==> config.mk <==
export PLATFORM = sky130hd
export DESIGN_NAME = panda_risc_v_ifu_fetch_ctrl
export DESIGN_NICKNAME = d
export VERILOG_FILES = /design/src/rtl/panda_risc_v_ifu_fetch_ctrl.sv
export SDC_FILE = /design/constraint.sdc
export NUM_CORES = 1
export LEC_CHECK = 0
export CAP_MARGIN = 20
export CORE_ASPECT_RATIO = 0.6
export CORE_MARGIN = 2
export CORE_UTILIZATION = 33
export CTS_CLUSTER_SIZE = 24
export DETAILED_ROUTE_END_ITERATION = 16
export GPL_TIMING_DRIVEN = 0
export PLACE_DENSITY = 0.78
export SYNTH_ARGS = -nofsm -noshare
export SYNTH_HDL_FRONTEND = slang
export SYNTH_SLANG_ARGS = --single-unit
==> constraint.sdc <==
create_clock -name clk -period 4 [get_ports clk]
set_clock_uncertainty 0.05 [all_clocks]
set_input_delay 0.8 -clock clk [delete_from_list [all_inputs] [get_ports clk]]
set_output_delay 0.8 -clock clk [all_outputs]
set_load 0.02 [all_outputs]
==> src/rtl/panda_risc_v_ifu_fetch_ctrl.sv <==
// IFU fetch control: owns the fetch PC, runs one ibus fetch at a time (REQ->WAIT->OUT, 3 cycles/insn at zero wait).
// Backpressure: cmd held stable until ibus_cmd_ready; fetched word held in OUT until if_ready or a flush drops it.
module panda_risc_v_ifu_fetch_ctrl #(
  parameter int SIM_DELAY = 1
) (
  input  logic        clk,
  input  logic        sys_resetn,
  output logic [31:0] now_pc,
  input  logic [31:0] new_pc,
  output logic        to_rst,
  output logic        to_flush,
  output logic [31:0] flush_addr_hold,
  input  logic        prdt_jump,
  input  logic        flush_req,
  input  logic [31:0] flush_addr,
  output logic [31:0] ibus_cmd_addr,
  output logic        ibus_cmd_valid,
  input  logic        ibus_cmd_ready,
  input  logic [31:0] ibus_rsp_rdata,
  input  logic        ibus_rsp_err,
  input  logic        ibus_rsp_valid,
  output logic        ibus_rsp_ready,
  output logic [31:0] if_inst,
  output logic [31:0] if_pc,
  output logic        if_err,
  output logic        if_prdt_jump,
  output logic        if_valid,
  input  logic        if_ready
);

  typedef enum logic [1:0] {ST_RST, ST_REQ, ST_WAIT, ST_OUT} state_t;

  state_t      r_state, w_state_nxt;
  logic [31:0] r_now_pc, w_now_pc_nxt;
  logic [31:0] r_if_inst, w_if_inst_nxt;
  logic [31:0] r_if_pc, w_if_pc_nxt;
  logic        r_if_err, w_if_err_nxt;
  logic [31:0] r_flush_addr, w_flush_addr_nxt;
  logic        r_flush_pend, w_flush_pend_nxt;

  // Delay parameter exists only for legacy simulation compatibility.
  logic w_unused_sim_delay;
  assign w_unused_sim_delay = (SIM_DELAY != 0);

  always_ff @(posedge clk or negedge sys_resetn) begin
    if (!sys_resetn) begin
      r_state      <= ST_RST;
      r_now_pc     <= 32'd0;
      r_if_inst    <= 32'd0;
      r_if_pc      <= 32'd0;
      r_if_err     <= 1'b0;
      r_flush_addr <= 32'd0;
      r_flush_pend <= 1'b0;
    end else begin
      r_state      <= w_state_nxt;
      r_now_pc     <= w_now_pc_nxt;
      r_if_inst    <= w_if_inst_nxt;
      r_if_pc      <= w_if_pc_nxt;
      r_if_err     <= w_if_err_nxt;
      r_flush_addr <= w_flush_addr_nxt;
      r_flush_pend <= w_flush_pend_nxt;
    end
  end

  always_comb begin
    w_state_nxt      = r_state;
    w_now_pc_nxt     = r_now_pc;
    w_if_inst_nxt    = r_if_inst;
    w_if_pc_nxt      = r_if_pc;
    w_if_err_nxt     = r_if_err;
    w_flush_addr_nxt = r_flush_addr;
    w_flush_pend_nxt = r_flush_pend;
    case (r_state)
      ST_RST: begin
        w_now_pc_nxt = new_pc;
        w_state_nxt  = ST_REQ;
      end
      ST_REQ: begin
        if (flush_req) begin
          w_flush_addr_nxt = flush_addr;
          w_flush_pend_nxt = 1'b1;
        end
        if (ibus_cmd_ready) w_state_nxt = ST_WAIT;
      end
      ST_WAIT: begin
        if (flush_req) w_flush_addr_nxt = flush_addr;
        if (ibus_rsp_valid) begin
          // A flush arriving with the response still kills that word.
          if (r_flush_pend || flush_req) begin
            w_now_pc_nxt     = new_pc;
            w_flush_pend_nxt = 1'b0;
            w_state_nxt      = ST_REQ;
          end else begin
            w_if_inst_nxt = ibus_rsp_rdata;
            w_if_err_nxt  = ibus_rsp_err;
            w_if_pc_nxt   = r_now_pc;
            w_state_nxt   = ST_OUT;
          end
        end else if (flush_req) begin
          w_flush_pend_nxt = 1'b1;
        end
      end
      ST_OUT: begin
        if (flush_req) begin
          w_now_pc_nxt = flush_addr;
          w_state_nxt  = ST_REQ;
        end else if (if_ready) begin
          w_now_pc_nxt = new_pc;
          w_state_nxt  = ST_REQ;
        end
      end
      default: w_state_nxt = ST_RST;
    endcase
  end

  assign now_pc          = r_now_pc;
  assign to_rst          = (r_state == ST_RST);
  assign to_flush        = flush_req | r_flush_pend;
  assign flush_addr_hold = flush_req ? flush_addr : r_flush_addr;
  assign ibus_cmd_addr   = r_now_pc;
  assign ibus_cmd_valid  = (r_state == ST_REQ);
  assign ibus_rsp_ready  = (r_state == ST_WAIT);
  assign if_inst         = r_if_inst;
  assign if_pc           = r_if_pc;
  assign if_err          = r_if_err;
  assign if_prdt_jump    = prdt_jump;
  assign if_valid        = (r_state == ST_OUT);

endmodule
* Yosys cells after proc, flatten, opt, wreduce, memory -nomap -nowiden *
Cells that the tools add are included.

storage, ports and cells
  register bits after elaboration = 132
  input port bits = 104
  output and inout bits = 167
  logic and storage cells = 42

operators by class
  equal/unequal tests = 8
  multiplexer cells = 16
  bitwise logic cells = 2
  reductions and logical operators = 9

operator list
  cell                                                              count
  32-bit two-way mux                                                5
  32-bit case mux with 3 select lines                               1
  2-bit two-way mux                                                 5
  2-bit case mux with 4 select lines                                1
  3-bit by 2-bit != test with 1-bit output (second input constant)  2
  3-bit AND reduction                                               2
  2-bit == test (second input constant)                             2
  2-bit by 1-bit != test with 1-bit output (second input constant)  2
  4-bit AND reduction                                               1
  1-bit two-way mux                                                 3
  3-bit nonzero test                                                1
  2-bit by 1-bit == test with 1-bit output (second input constant)  1
  2-bit zero test                                                   1
  2-bit != test (second input constant)                             1
  1-bit case mux with 2 select lines                                1
  2-bit AND reduction                                               1
  2-bit nonzero test                                                1
  2-bit OR reduction                                                1
  1-bit logical OR                                                  1
  1-bit NOT                                                         1
  1-bit bitwise OR                                                  1

* Longest topological paths before layout *
Gate-level depths: netlist of the first run.

  depth in word-level cells = 4
  mapped depth = 7
  depth with buffers taken out = 5

* Worst setup path before layout of the first run *
No wires, ideal clock.

  path kind = input port to output port
  start point = input port flush_req
  end point = output port flush_addr_hold[10]
  data arrival time = 1.715 ns
  required time = 3.150 ns
  path slack = 1.435 ns
  cell stages on the path = 3
  path buffers = 2
  cells stage by stage = buf_4 clkbuf_1 mux2_2

between the ends
  word-level cells in the longest chain between the ends = 1

ends and longest elaborated chain
  what                RTL line  source
  start, declared     14        input logic flush_req,
  32-bit two-way mux  n/a
  end, declared       12        output logic [31:0] flush_addr_hold,

Every way passes these cells.

* Worst setup path in the final report of the first run *
  start point = input port flush_req
  end point = output port flush_addr_hold[7]

Same word-level chain as after synthesis.

==> results of run 1 <==
## routing by layer
layer	GRT usage, %	up-vias	part of all wire (%)
met2	27.91	187	46
met4	5.285	0	1.3
li1	-	1961	-
met1	21.38	2140	43
met3	7.706	16	9.9
met5	0	-	0
## logic make-up (layout without fill, tap and decap cells)
logic type / Yosys count / in the layout / share of synthesized area, %
buffers and inverters: 55 / 355 / 6.526
AOI/OAI and AO/OA: 3 / 3 / 0.2684
DFF: 132 / 132 / 54.52
muxes: 195 / 195 / 36.20
adders and majority gates: 5 / 5 / 1.033
and+or+nand+nor: 11 / 11 / 1.446
## how the worst max path moves through the flow
stage	start	end	slack, ps	depth (start not counted)
4_1_cts	flush_req	flush_addr_hold[17]	100	5
5_1_grt	flush_req	flush_addr_hold[18]	40	5
6_report	flush_req	flush_addr_hold[7]	130	5
3_5_place_dp	flush_req	flush_addr_hold[7]	110	5
3_3_place_gp	sys_resetn	if_pc[17]	-3000	1
2_1_floorplan	flush_req	flush_addr_hold[10]	1430	3
## state kept, by name, indices dropped and copies added, names as in the netlist
register,cells
r_flush_addr,32
if_err,1
if_inst,32
ibus_cmd_addr,32
r_flush_pend,1
r_state,2
if_pc,32
## layout make-up
| type | instances | area [um^2] | share of cell area (%) |
|---|---|---|---|
| Tap cell | 240 | 300.3 | 3.098 |
| Clock buffer | 17 | 425.4 | 4.389 |
| Multi-Input combinational cell | 214 | 2360 | 24.35 |
| Sequential cell | 132 | 3303 | 34.08 |
| Timing Repair Buffer | 270 | 2721 | 28.08 |
| Clock inverter | 13 | 186.4 | 1.924 |
| Inverter | 2 | 7.507 | 0.07746 |
| Buffer | 53 | 387.9 | 4.002 |
## power breakdown
group / total [uW] / leakage [uW] / switching [uW] / internal (uW)
registers: 2400 / 0.00167 / 426 / 1980
logic: 4130 / 0.00227 / 1860 / 2270
clock network: 1620 / 0.000287 / 582 / 1030
## stage by stage
step | total power, uW | util, % | cells | cell area (um^2)
floorplan | 4587 | - | 401 | 6058
global placement | 6487 | 50.23 | 910 | 9051
detailed placement | 6592 | 50.39 | 911 | 9080
CTS | 8258 | 53.78 | 941 | 9692
global route | 8584 | 53.78 | 941 | 9692
finish | 8150 | 53.78 | 941 | 9692
## cell usage in the layout (no fill, tap or decap), drive strengths merged
cell type and count:
o21ai 1, clkbuf 20, nor2 1, mux2i 2
nor3 1, a31oi 1, dfrtp 132, a21oi 1
clkdlybuf4s50 268, clkinvlp 4, nand2 3, bufinv 4
buf 52, ha 5, nor2b 2, or2 1
inv 2, mux2 193, clkinv 5, nor4 1
nor3b 2
==> run metrics, run 1 <==
Worst R2R Setup Slack 1700 ps; mean area per synthesized cell 15.11 um^2; setup ws final 128.8 ps; Peak Freq 258.3 MHz; Final setup viols 0; Detailed Place HPWL 12850 um; sequential area share after synthesis 54.52%; Die Area 0.01949 mm^2; crit-path max FO 10; R2R depth 6; CP Launch Type primary input; # clock sinks 132; grt total ovfl 0; floorplan row count 38; setup_tns 0 ps; status finished clean; Core Area 0.01802 mm^2; Worst Tran Pin Value 732.2 ps; Top delay family on crit path buffers and inverters; vias in the first global route 4669; top_reg_cell synth dfrtp_1; CTS Buf Count 17; htree depth 4; critical path endpoint category primary output; Crit Path Class primary input to primary output; relative slew slack 51.18%; final hold slack 329.9 ps; Buf+Inv Stages, Crit Path 4; fin. max-slew vios 0; Most common cell on crit path clkdlybuf4s50_1; Yosys warnings 0; Post-DRT Antenna Nets 0; post-CTS resize count 0; max_cap viols 0; area leader, netlist dfrtp_1; R2R Path End ibus_cmd_addr[4]; via count 4304; Nets 799; # hold bufs at CTS 0; crit path cell chain clkdlybuf4s50_1 > buf_4 > clkbuf_1 > mux2_2 > clkdlybuf4s50_1; Final Hold Viols 0; wirelength, routed 16960 um; Area Growth Syn to Fin 59.98%; #FFs+latches synth 132; arrival time at the worst endpoint 3020 ps; clk root buf clkbuf_16; Worst IR Drop VDD 0.4815 mV; Required @ worst endpoint 3150 ps; CTS Buffer Depth 2; count of input and output buffers 269; asr flop ratio synth 100.0%; CTS clk-pin slew, worst paths 60 ps; dominant cells by area after synthesis dfrtp_1 55%, mux2_2 27%, mux2_1 9.3%; Via density 4.574; initial antenna violation count 0; commonest cells in the netlist 143 x mux2_2, 132 x dfrtp_1, 50 x mux2_1, 38 x buf_4, 7 x buf_2; setup bufs post-CTS 0; DRC errors left 0; iteration-0 DRC count of the detailed router 128; pwr/cell area 840.9 mW/mm^2; crit share post-route 96.78%; syn nets 510; first drt pass iteration count 4; share of layout cells above drive strength 1 32.81%; Starting Density 33.62%; slowest CP cell clkdlybuf4s50_1; post-synthesis cell count 401; Die X 178.9 um; CTS tree done; slowest cell delay on critical path 560 ps; # IOs 271; clk_lat worst skew 400 ps; post-synth top area share 54.52%; FILL cells 1501; pin count of the biggest net entering global routing 69; antenna cell count 0; pre-CTS WS 105.2 ps; gpl congestion 0.7718; Chip Height 109.0 um; most frequent cell after synthesis mux2_2; hold crit path type primary input to asynchronous set/reset pin; EDFF count, synth 0; Synth Cell Area 0.006058 mm^2; Final min period 3871 ps; first-pass GRT wire length 25500 um; GRT Total Usage 17.47%; synth unique cells 22; RSZ-0062 raised after global routing no; P_leak 0.004230 uW; worst r2r src r_state[0]; drt wl/cell 18.02 um
(Power assumes the default switching activity.)
==> inputs of run 2 (changes only) <==
--- a/config.mk
+++ b/config.mk
@@ -13,6 +13,7 @@
 export DETAILED_ROUTE_END_ITERATION = 16
 export GPL_TIMING_DRIVEN = 0
 export PLACE_DENSITY = 0.78
+export REMOVE_ABC_BUFFERS = 1
 export SYNTH_ARGS = -nofsm -noshare
 export SYNTH_HDL_FRONTEND = slang
 export SYNTH_SLANG_ARGS = --single-unit
==> run metrics, run 2 (synthesis gave the netlist of run 1 again) <==
status finished clean; clock group share of total power 20.9%; Final min period 3233 ps; fin. max-slew vios 0; DRC errors left 0; initial antenna violation count 0; Final Hold Viols 0; first drt pass iteration count 4; CTS tree done; setup bufs post-CTS 0; critical path endpoint category primary output; grt total ovfl 0; Final setup viols 0; vias in the first global route 4562; pwr/cell area 842.5 mW/mm^2; gpl congestion 0.7951; Die Area 0.01949 mm^2; drt wl/cell 17.43 um; via count 4084; R2R depth 6; Reg power frac 30.2%; placed insts 862; max_cap viols 0; Crit Path Class primary input to primary output; GRT Total Usage 16.20%; CP Launch Type primary input; Worst Tran Pin Value 954.8 ps; first-pass GRT wire length 24180 um; Final Cell Area 0.009412 mm^2; Core Area 0.01802 mm^2; final hold slack 299.5 ps; CTS Buf Count 17; Area Growth Syn to Fin 55.35%; # IOs 271; wirelength, routed 15570 um; clk root buf clkbuf_16; htree depth 4; arrival time at the worst endpoint 2380 ps; Nets 750; pre-CTS WS 743.8 ps; post-CTS resize count 0; antenna cell count 0; count of input and output buffers 268; Psw 2799 uW; commonest non-fill, non-tap cell in the layout clkdlybuf4s50_1; setup ws final 767.4 ps; Peak Freq 309.4 MHz; Post-DRT Antenna Nets 0; P_leak 0.004048 uW; # hold bufs at CTS 0; Via density 4.573; Worst IR Drop VDD 0.4640 mV; # clock sinks 132; share of layout cells above drive strength 1 28.79%; hold crit path type primary input to asynchronous set/reset pin; Placed Area 0.008778 mm^2; pin count of the biggest net entering global routing 77; relative slew slack 36.12%; commonest cells after routing, fill and taps aside 266 x clkdlybuf4s50_1, 143 x mux2_2, 132 x dfrtp_1; floorplan row count 38; Power Internal 5129 uW; Die X 178.9 um; clk_lat worst skew 410 ps; Starting Density 33.62%; Detailed Place HPWL 11400 um; Layout Cells excl Fill 893; crit share post-route 80.81%; CTS clk-pin slew, worst paths 60 ps; CTS Buffer Depth 2; switch share 35.31%; Required @ worst endpoint 3150 ps; logic gate share of total power 48.9%; iteration-0 DRC count of the detailed router 89; RSZ-0062 raised after global routing no; Chip Height 109.0 um; crit-path max FO 22; Core Util, Final 52.23%
-- run 2: cell types whose count changed in the layout (fill, tap and decap cells not counted), moves of 2 or more --
| cell | previous run | this run |
|---|---|---|
| clkbuf_1 | 3 | 0 |
| buf_2 | 7 | 1 |
| clkdlybuf4s50_1 | 268 | 266 |
| buf_4 | 38 | 0 |
| clkinvlp_4 | 4 | 2 |
| buf_12 | 0 | 2 |
| clkbuf_8 | 0 | 2 |
| buf_6 | 6 | 2 |
-- run 2: power groups by stage --
stage | combinational, uW | sequential [uW] | clock (uW)
6_report | 3880 | 2400 | 1650
3_3_place_gp | 3820 | 2360 | 0
2_1_floorplan | 1210 | 3100 | 0
4_1_cts | 3930 | 2400 | 1700
3_5_place_dp | 3910 | 2410 | 0
5_1_grt | 4090 | 2480 | 1770
-- run 2: area by class of cell --
type                    instances  area [um^2]
fillers                      1489         8608
flip-flops and latches        132         3303
repair buffers                274         2800
multi-input cells             214         2367
clock buffers                  19        452.9
well taps                     240        300.3
clock inverters                12        180.2
inverters                       2        7.507
-- run 2: layer usage --
layer | GRT usage, % | wire (um)
met1 | 19.84 | 6707
met2 | 26.73 | 7382
met3 | 5.718 | 1270
met4 | 5.459 | 204
met5 | 0 | 0
-- run 2: path summary, 6_finish.rpt --
check / from / to / slack (ps)
hold reg to reg: if_inst[30] / if_inst[30] / 430
setup / recovery: flush_req / flush_addr_hold[8] / 770
setup reg to reg: r_state[0] / ibus_cmd_addr[9] / 1510
hold / removal: sys_resetn / if_pc[25] / 300
min in group clk: if_inst[30] / if_inst[30] / 430
max in group asynchronous: sys_resetn / r_flush_addr[19] / 2820
-- run 2: critical path, cell delays in order --
cell and delay [ps]:
buf_2 420, buf_16 230, mux2_2 350, clkdlybuf4s50_1 550
-- run 2: through the flow --
step / total power (uW) / setup TNS (ps)
floorplan: 4306 / 0
finish: 7929 / 0
detailed placement: 6324 / 0
global route: 8337 / 0
CTS: 8032 / 0
global placement: 6176 / -633680
==> inputs of run 3 (changes only) <==
==> constraint.sdc (replaced) <==
create_clock -name clk -period 3 [get_ports clk]
set_clock_uncertainty 0.05 [all_clocks]
set_input_delay 0.6 -clock clk [delete_from_list [all_inputs] [get_ports clk]]
set_output_delay 0.6 -clock clk [all_outputs]
set_load 0.02 [all_outputs]
==> results of run 3 <==
Same layout as run 2 (identical final DEF). Status: finished clean.
Among the figures that moved: setup slack after placement 743.8 ps -> 58.14 ps; setup slack after layout 767.4 ps -> 167.4 ps; hold slack 299.5 ps -> 99.53 ps; register-to-register setup slack 1510 ps -> 510 ps; total power 7929 uW -> 10570 uW; worst IR drop on VDD 0.4640 mV -> 0.6187 mV
